File: config.mk
export PLATFORM = sky130hd
export DESIGN_NAME = uart_tx_cfg_flat
export DESIGN_NICKNAME = d
export VERILOG_FILES = /design/src/rtl/uart_pkg.sv /design/src/rtl/uart_tx_cfg_if.sv /design/src/rtl/uart_bit_timer.sv /design/src/rtl/uart_tx_cfg.sv /design/src/flat_wrapper.sv
export SDC_FILE = /design/constraint.sdc
export NUM_CORES = 1
export LEC_CHECK = 0
export ABC_AREA = 1
export BUFFER_PORTS_ARGS = -buffer_cell sky130_fd_sc_hd__clkbuf_2
export CORE_MARGIN = 1.5
export CORE_UTILIZATION = 45
export CTS_BUF_LIST = sky130_fd_sc_hd__clkbuf_2
export DETAILED_ROUTE_END_ITERATION = 8
export PLACE_DENSITY_LB_ADDON = 0.08
export SLEW_MARGIN = 20
export SYNTH_ARGS = -nofsm -noshare
export SYNTH_HDL_FRONTEND = slang
export SYNTH_HIERARCHICAL = 1
export SYNTH_SLANG_ARGS = --single-unit
File: constraint.sdc
create_clock -name clk -period 4.5 [get_ports clk]
set_clock_uncertainty 0.2 [all_clocks]
set_input_delay 0.9 -clock clk [delete_from_list [all_inputs] [get_ports clk]]
set_output_delay 0.9 -clock clk [all_outputs]
set_load 0.05 [all_outputs]
File: src/rtl/uart_pkg.sv
// Shared UART definitions: FSM encoding, configuration codes and helpers.
package uart_pkg;

  localparam int unsigned DATA_W = 8;

  typedef enum logic [2:0] {
    ST_IDLE   = 3'd0,
    ST_START  = 3'd1,
    ST_DATA   = 3'd2,
    ST_PARITY = 3'd3,
    ST_STOP   = 3'd4
  } uart_state_e;

  localparam logic [1:0] STOP_1   = 2'b00;
  localparam logic [1:0] STOP_1P5 = 2'b01;
  localparam logic [1:0] STOP_2   = 2'b10;

  localparam logic [1:0] DBITS_5 = 2'b00;
  localparam logic [1:0] DBITS_6 = 2'b01;
  localparam logic [1:0] DBITS_7 = 2'b10;
  localparam logic [1:0] DBITS_8 = 2'b11;

  // Number of data bits selected by a cfg_dbits code.
  function automatic logic [3:0] dbits_to_count(input logic [1:0] code);
    case (code)
      DBITS_5: return 4'd5;
      DBITS_6: return 4'd6;
      DBITS_7: return 4'd7;
      default: return 4'd8;
    endcase
  endfunction

endpackage

File: src/rtl/uart_tx_cfg_if.sv
// Host-side request/config bundle of the configurable UART transmitter.
interface uart_tx_cfg_if;
  import uart_pkg::*;

  logic              tx_start;
  logic [DATA_W-1:0] din;
  logic [1:0]        cfg_dbits;
  logic              cfg_par_en;
  logic              cfg_par_odd;
  logic [1:0]        cfg_stop;
  logic              tx_ready;
  logic              tx_done_tick;

  modport master (
    output tx_start, din, cfg_dbits, cfg_par_en, cfg_par_odd, cfg_stop,
    input  tx_ready, tx_done_tick
  );

  modport slave (
    input  tx_start, din, cfg_dbits, cfg_par_en, cfg_par_odd, cfg_stop,
    output tx_ready, tx_done_tick
  );
endinterface

File: src/rtl/uart_bit_timer.sv
// Oversampling tick counter; bit_end_c strobes on the tick that completes a bit.
module uart_bit_timer #(
  parameter int unsigned CNT_W = 5
) (
  input  logic             clk,
  input  logic             reset,
  input  logic             clear,
  input  logic             tick,
  input  logic [CNT_W-1:0] limit_m1,
  output logic             bit_end_c
);

  logic [CNT_W-1:0] cnt_q;

  assign bit_end_c = tick && (cnt_q == limit_m1);

  // Count ticks, restarting at each bit boundary or on clear.
  always_ff @(posedge clk or negedge reset) begin
    if (!reset) begin
      cnt_q <= '0;
    end else if (clear) begin
      cnt_q <= '0;
    end else if (tick) begin
      cnt_q <= bit_end_c ? '0 : cnt_q + CNT_W'(1);
    end
  end

endmodule

File: src/rtl/uart_tx_cfg.sv
// Runtime-configurable UART transmitter: 5-8 data bits, optional parity, 1/1.5/2 stop.
module uart_tx_cfg
  import uart_pkg::*;
#(
  parameter int unsigned OVS = 16
) (
  input  logic              clk,
  input  logic              reset,
  input  logic              s_tick,
  uart_tx_cfg_if.slave      host,
  output logic              tx
);

  localparam int unsigned CNT_W = $clog2(2 * OVS);

  uart_state_e       state_q, state_d;
  logic              tx_q, tx_d;
  logic              ready_q, ready_d;
  logic              done_q, done_d;
  logic [DATA_W-1:0] shreg_q, shreg_d;
  logic [2:0]        last_q, last_d;
  logic [2:0]        bit_q, bit_d;
  logic              par_q, par_d;
  logic              par_en_q, par_en_d;
  logic              par_odd_q, par_odd_d;
  logic [1:0]        stop_q, stop_d;

  logic              accept_c;
  logic              tick_en_c;
  logic              bit_end_c;
  logic [CNT_W-1:0]  limit_m1_c;

  assign accept_c  = ready_q && host.tx_start;
  assign tick_en_c = s_tick && (state_q != ST_IDLE);

  // Bit length in ticks minus one; stop length follows the latched code.
  always_comb begin
    limit_m1_c = CNT_W'(OVS - 1);
    if (state_q == ST_STOP) begin
      case (stop_q)
        STOP_1:   limit_m1_c = CNT_W'(OVS - 1);
        STOP_1P5: limit_m1_c = CNT_W'((3 * OVS) / 2 - 1);
        default:  limit_m1_c = CNT_W'(2 * OVS - 1);
      endcase
    end
  end

  uart_bit_timer #(.CNT_W(CNT_W)) u_timer (
    .clk       (clk),
    .reset     (reset),
    .clear     (accept_c),
    .tick      (tick_en_c),
    .limit_m1  (limit_m1_c),
    .bit_end_c (bit_end_c)
  );

  // State and datapath registers.
  always_ff @(posedge clk or negedge reset) begin
    if (!reset) begin
      state_q   <= ST_IDLE;
      tx_q      <= 1'b1;
      ready_q   <= 1'b1;
      done_q    <= 1'b0;
      shreg_q   <= '0;
      last_q    <= '0;
      bit_q     <= '0;
      par_q     <= 1'b0;
      par_en_q  <= 1'b0;
      par_odd_q <= 1'b0;
      stop_q    <= STOP_1;
    end else begin
      state_q   <= state_d;
      tx_q      <= tx_d;
      ready_q   <= ready_d;
      done_q    <= done_d;
      shreg_q   <= shreg_d;
      last_q    <= last_d;
      bit_q     <= bit_d;
      par_q     <= par_d;
      par_en_q  <= par_en_d;
      par_odd_q <= par_odd_d;
      stop_q    <= stop_d;
    end
  end

  // Frame sequencing; tx is computed one bit ahead so it changes on the bit-end edge.
  always_comb begin
    state_d   = state_q;
    tx_d      = tx_q;
    ready_d   = ready_q;
    done_d    = 1'b0;
    shreg_d   = shreg_q;
    last_d    = last_q;
    bit_d     = bit_q;
    par_d     = par_q;
    par_en_d  = par_en_q;
    par_odd_d = par_odd_q;
    stop_d    = stop_q;

    case (state_q)
      ST_IDLE: begin
        tx_d    = 1'b1;
        ready_d = 1'b1;
        if (accept_c) begin
          shreg_d   = host.din;
          last_d    = 3'(dbits_to_count(host.cfg_dbits) - 4'd1);
          par_en_d  = host.cfg_par_en;
          par_odd_d = host.cfg_par_odd;
          stop_d    = host.cfg_stop;
          bit_d     = '0;
          par_d     = 1'b0;
          tx_d      = 1'b0;
          ready_d   = 1'b0;
          state_d   = ST_START;
        end
      end
      ST_START: begin
        if (bit_end_c) begin
          tx_d    = shreg_q[0];
          state_d = ST_DATA;
        end
      end
      ST_DATA: begin
        if (bit_end_c) begin
          par_d   = par_q ^ shreg_q[0];
          shreg_d = {1'b0, shreg_q[DATA_W-1:1]};
          if (bit_q == last_q) begin
            if (par_en_q) begin
              tx_d    = par_q ^ shreg_q[0] ^ par_odd_q;
              state_d = ST_PARITY;
            end else begin
              tx_d    = 1'b1;
              state_d = ST_STOP;
            end
          end else begin
            bit_d = bit_q + 3'd1;
            tx_d  = shreg_q[1];
          end
        end
      end
      ST_PARITY: begin
        if (bit_end_c) begin
          tx_d    = 1'b1;
          state_d = ST_STOP;
        end
      end
      ST_STOP: begin
        if (bit_end_c) begin
          done_d  = 1'b1;
          ready_d = 1'b1;
          state_d = ST_IDLE;
        end
      end
      default: begin
        tx_d    = 1'b1;
        ready_d = 1'b1;
        state_d = ST_IDLE;
      end
    endcase
  end

  assign tx                = tx_q;
  assign host.tx_ready     = ready_q;
  assign host.tx_done_tick = done_q;

endmodule

File: src/flat_wrapper.sv
// flat-port wrapper written by rule: the top's interface ports become plain ports
module uart_tx_cfg_flat import uart_pkg::*;
#(
  parameter int unsigned OVS = 16
)
  (clk, reset, s_tick, tx, host_tx_start, host_din, host_cfg_dbits, host_cfg_par_en, host_cfg_par_odd, host_cfg_stop, host_tx_ready, host_tx_done_tick);
  uart_tx_cfg_if host_i ();
  input  logic clk;
  input  logic reset;
  input  logic s_tick;
  output logic tx;
  input wire logic [$bits(host_i.tx_start)-1:0] host_tx_start;
  input wire logic [$bits(host_i.din)-1:0] host_din;
  input wire logic [$bits(host_i.cfg_dbits)-1:0] host_cfg_dbits;
  input wire logic [$bits(host_i.cfg_par_en)-1:0] host_cfg_par_en;
  input wire logic [$bits(host_i.cfg_par_odd)-1:0] host_cfg_par_odd;
  input wire logic [$bits(host_i.cfg_stop)-1:0] host_cfg_stop;
  output wire logic [$bits(host_i.tx_ready)-1:0] host_tx_ready;
  output wire logic [$bits(host_i.tx_done_tick)-1:0] host_tx_done_tick;
  assign host_i.tx_start = host_tx_start;
  assign host_i.din = host_din;
  assign host_i.cfg_dbits = host_cfg_dbits;
  assign host_i.cfg_par_en = host_cfg_par_en;
  assign host_i.cfg_par_odd = host_cfg_par_odd;
  assign host_i.cfg_stop = host_cfg_stop;
  assign host_tx_ready = host_i.tx_ready;
  assign host_tx_done_tick = host_i.tx_done_tick;
  uart_tx_cfg #(.OVS(OVS)) u_core (.clk(clk), .reset(reset), .s_tick(s_tick), .host(host_i), .tx(tx));
endmodule
==> summary.md <==
| Metric | Value |
|---|---|
| Clock Power Share | 11.3% |
| Run status | finished, final reports clean |
| Pint | approximately 0.61 mW |
| Post-CTS Hold Fix Bufs | 0 |
| Most frequent CP cell | inv_1 |
| CTS Sinks | 30 |
| CTS Buffer Depth | 2 |
| Worst-path fanout max | 17 |
| Crit path largest cell delay | 520 ps |
| CTS tree | built |
| Slew @ Worst Pin | 769 ps |
| PwrDens | 574 nW/um^2 |
| Unrepaired setup endpoints after global routing | no |
| Post-DRT Antenna Nets | 0 |
| Nets | 295 |
| CP required | 4600 ps |
| Net Sw Frac | 47.9% |
| Pre-antenna DRT Iters | 4 |
| Initial Util | 46.8% |
| Fin util | 51.3% |
| P_leak | roughly 1.1 nW |
| Cells after Synth | 243 |
| Setup crit start kind | register |
| IO Port Bufs | 20 |
| Post-CTS Setup Inserts | 0 |
| Period utilization | a little over three fifths |
| Core region area | 4000 sq um |
| Root Buffer | clkbuf_2 |
| DIE AREA | 4560 sq um |
| CP Depth | 15 |
| Layout cells sized above 1 | 20.6% |
| Data arrival time of the worst path | 2920 ps |
| Final wirelength | 3.47 mm |
| WL/cell | about 11 um |
| Post-synthesis sequential area ratio | between 40% and 50% |
| Total CTS buffers | 5 |
| Seq pwr share | 38.6% |
| Reg clk slew, reported paths | 160 ps |
| Worst R2R Path Depth | 15 |
| Commonest non-fill, non-tap cells in the layout | 75 x nand2_1, 33 x inv_1, 28 x dfrtp_1, 26 x clkbuf_2, 22 x nor2_1 |
| Die height | 67.5 um |
| Slowest cell on the critical path | o21ai_4 |
| Clk_lat worst skew | 380 ps |
| First-pass GRT wire length | 6.13 mm |
| Critical-path cell list | inv_4 > nand2_4 > nor2_1 > inv_1 > nor2_1 > inv_1 > nand2_1 > nand2_1 > nor2_1 > nand3_2 > inv_1 > inv_1 > o21ai_4 > o211ai_1 > o21ai_2 |
| Vias | 1500 |
| Logic pwr share | 50.1% |
| Die Width | 67.5 um |
| Resized Gates After CTS | 0 |
| Crit path max-delay family | compound AO/OA/AOI/OAI gates |
| Routability cong. | roughly 0.8 |
| Drt drc | 0 |
| Relative slew slack | about half |
| Antenna violations before repair | 0 |
| Synthesized area per cell | between 7 and 8 sq um |
| CP bufs+invs | 5 |
| Total GRT Usage | 18.1% |
| CP endpoint kind | register |
| Number of distinct library cells after synthesis | 33 |
| NetSw | 0.564 mW |
| Final setup fails | 0 |
| Syn. warnings | 6 |
| Grt ovf | 0 |
| Row Count | 23 |
| Post-layout total power | ~1.2 mW |
| # H-tree levels | 2 |
| Max Slew Vio Count | 0 |
| Class of the worst hold path | register to register |
| Setup TNS Final | 0 ps |
| Max VDD drop | roughly 270 uV |
| Fillcell total | 430 |
| Cells on Worst Hold Path | 2 |
| Syn-to-layout area delta | 9.69% |
| Final Hold Viols | 0 |
| Top Ports | 21 |
| Commonest non-fill, non-tap cell in the layout | nand2_1 |
| DRT iter0 DRCs | 87 |
| MaxCap Viol Count | 0 |
| Largest net degree at the start of global routing | 31 |
| Inserted Diodes | 0 |
| Post-Syn Area | 1870 sq um |
| Tmin final | 2820 ps |
| Flops & latches, synth | 30 |
| Max Fclk | ~360 MHz |
| Vias in the first global route | 1417 |
| Worst Path Class, Setup | register to register |
| DPL Wire Length | 2.59 mm |
| Avg Vias per Cell | 4.66 |
stage by stage:
| step | hold slack [ps] | instance area [sq um] | cells | setup slack (ps) |
|---|---|---|---|---|
| finish | 327 | 2050 | 322 | 1680 |
| CTS | 334 | 2050 | 322 | 1650 |
| detailed placement | 294 | 2010 | 314 | 1510 |
| global placement | 291 | 2010 | 314 | 1570 |
| global route | 357 | 2050 | 322 | 1350 |
| floorplan | 271 | 1890 | 247 | 2000 |
final timing paths:
path	slack, ps	start	to
worst max-delay path	1680	u_core/state_q[0]	u_core/shreg_q[5]
worst min-delay path	330	u_core/last_q[1]	u_core/last_q[1]
worst max register to register	1680	u_core/state_q[0]	u_core/shreg_q[5]
worst min register to register	330	u_core/last_q[1]	u_core/last_q[1]
max in group asynchronous	3220	reset	u_core/last_q[1]
min in group asynchronous	360	reset	u_core/host.tx_done_tick
tightest hold or removal path, cell delays in order (launching register included):
cell     delay, ps
dfrtp_1        390
nand2_1         50
o21ai_0         60
cell usage after synthesis:
| cell type | n | area (sq um) |
|---|---|---|
| nand3_2 | 1 | 10.0 |
| dfstp_2 | 2 | 52.6 |
| nor2_4 | 2 | 22.5 |
| nand3b_1 | 1 | 7.51 |
| nand3_1 | 11 | 55.1 |
| o211ai_1 | 4 | 30.0 |
| xnor2_1 | 3 | 26.3 |
| nand3_4 | 1 | 17.5 |
| nand2_1 | 75 | 282 |
| conb_1 | 1 | 3.75 |
| o21bai_1 | 1 | 7.51 |
| o21ai_2 | 6 | 52.6 |
| a21oi_1 | 2 | 10.0 |
| nand2_2 | 3 | 18.8 |
| o21ai_0 | 5 | 25.0 |
| inv_1 | 33 | 124 |
| nand2_4 | 3 | 33.8 |
| nand4_1 | 6 | 37.5 |
| o21ai_4 | 1 | 16.3 |
| inv_4 | 1 | 6.26 |
| nor3_1 | 1 | 5.00 |
| nor2_2 | 1 | 6.26 |
| buf_12 | 1 | 20.0 |
| nor2_1 | 22 | 82.6 |
| ha_1 | 6 | 75.1 |
| a31oi_2 | 2 | 25.0 |
| dfrtp_1 | 28 | 701 |
| a31oi_1 | 1 | 6.26 |
| inv_2 | 5 | 18.8 |
| xor2_1 | 4 | 35.0 |
| a21oi_2 | 1 | 8.76 |
| buf_4 | 2 | 15.0 |
| o21ai_1 | 7 | 35.0 |
power groups by stage:
stage | clock network [mW] | logic, mW | registers, mW
2_1_floorplan | 0 | 0.478 | 0.474
3_3_place_gp | 0 | 0.592 | 0.462
3_5_place_dp | 0 | 0.595 | 0.463
4_1_cts | 0.140 | 0.598 | 0.457
5_1_grt | 0.152 | 0.684 | 0.476
6_report | 0.133 | 0.590 | 0.455
routing by layer:
metal	GRT usage [%]	vias to the layer above	part of all wire, %	wire, um
li1	-	816	-	-
met1	22.5	660	48	1660
met2	30.3	17	47	1630
met3	4.00	7	3.4	119
met4	7.65	0	1.6	57
met5	0	-	0	0
flip-flops by register name, summed over array words and instances, names as in the netlist:
signal and count:
u_core/host.tx_done_tick 1, u_core/par_q 1, u_core/u_timer/cnt_q 5, u_core/shreg_q 8, u_core/bit_q 3, u_core/par_odd_q 1, u_core/par_en_q 1, u_core/state_q 3
u_core/host.tx_ready 1, u_core/last_q 3, u_core/stop_q 2, u_core/tx 1
cell type report:
type                       instances  area, sq um  area share (%)
tap                               50         62.6            3.05
multi-input combinational        175          950            46.3
sequential                        30          753            36.7
clock inverter                     2         8.76           0.427
timing repair buffer              20          100            4.88
inverter                          39          149            7.25
clock buffer                       6         30.0            1.46
cells by family (layout without fill, tap and decap cells):
| family | count (synthesis) | count (layout) | synth area share [%] |
|---|---|---|---|
| other | 1 | 5 | 0.200 |
| XOR/XNOR | 7 | 7 | 3.28 |
| adder cells (fa/ha/maj) | 6 | 6 | 4.01 |
| AO/OA/AOI/OAI | 30 | 30 | 11.6 |
| flip-flops | 30 | 30 | 40.2 |
| buffers and inverters | 42 | 67 | 9.83 |
| AND/OR/NAND/NOR | 127 | 127 | 30.9 |
(Power assumes the default switching activity.)
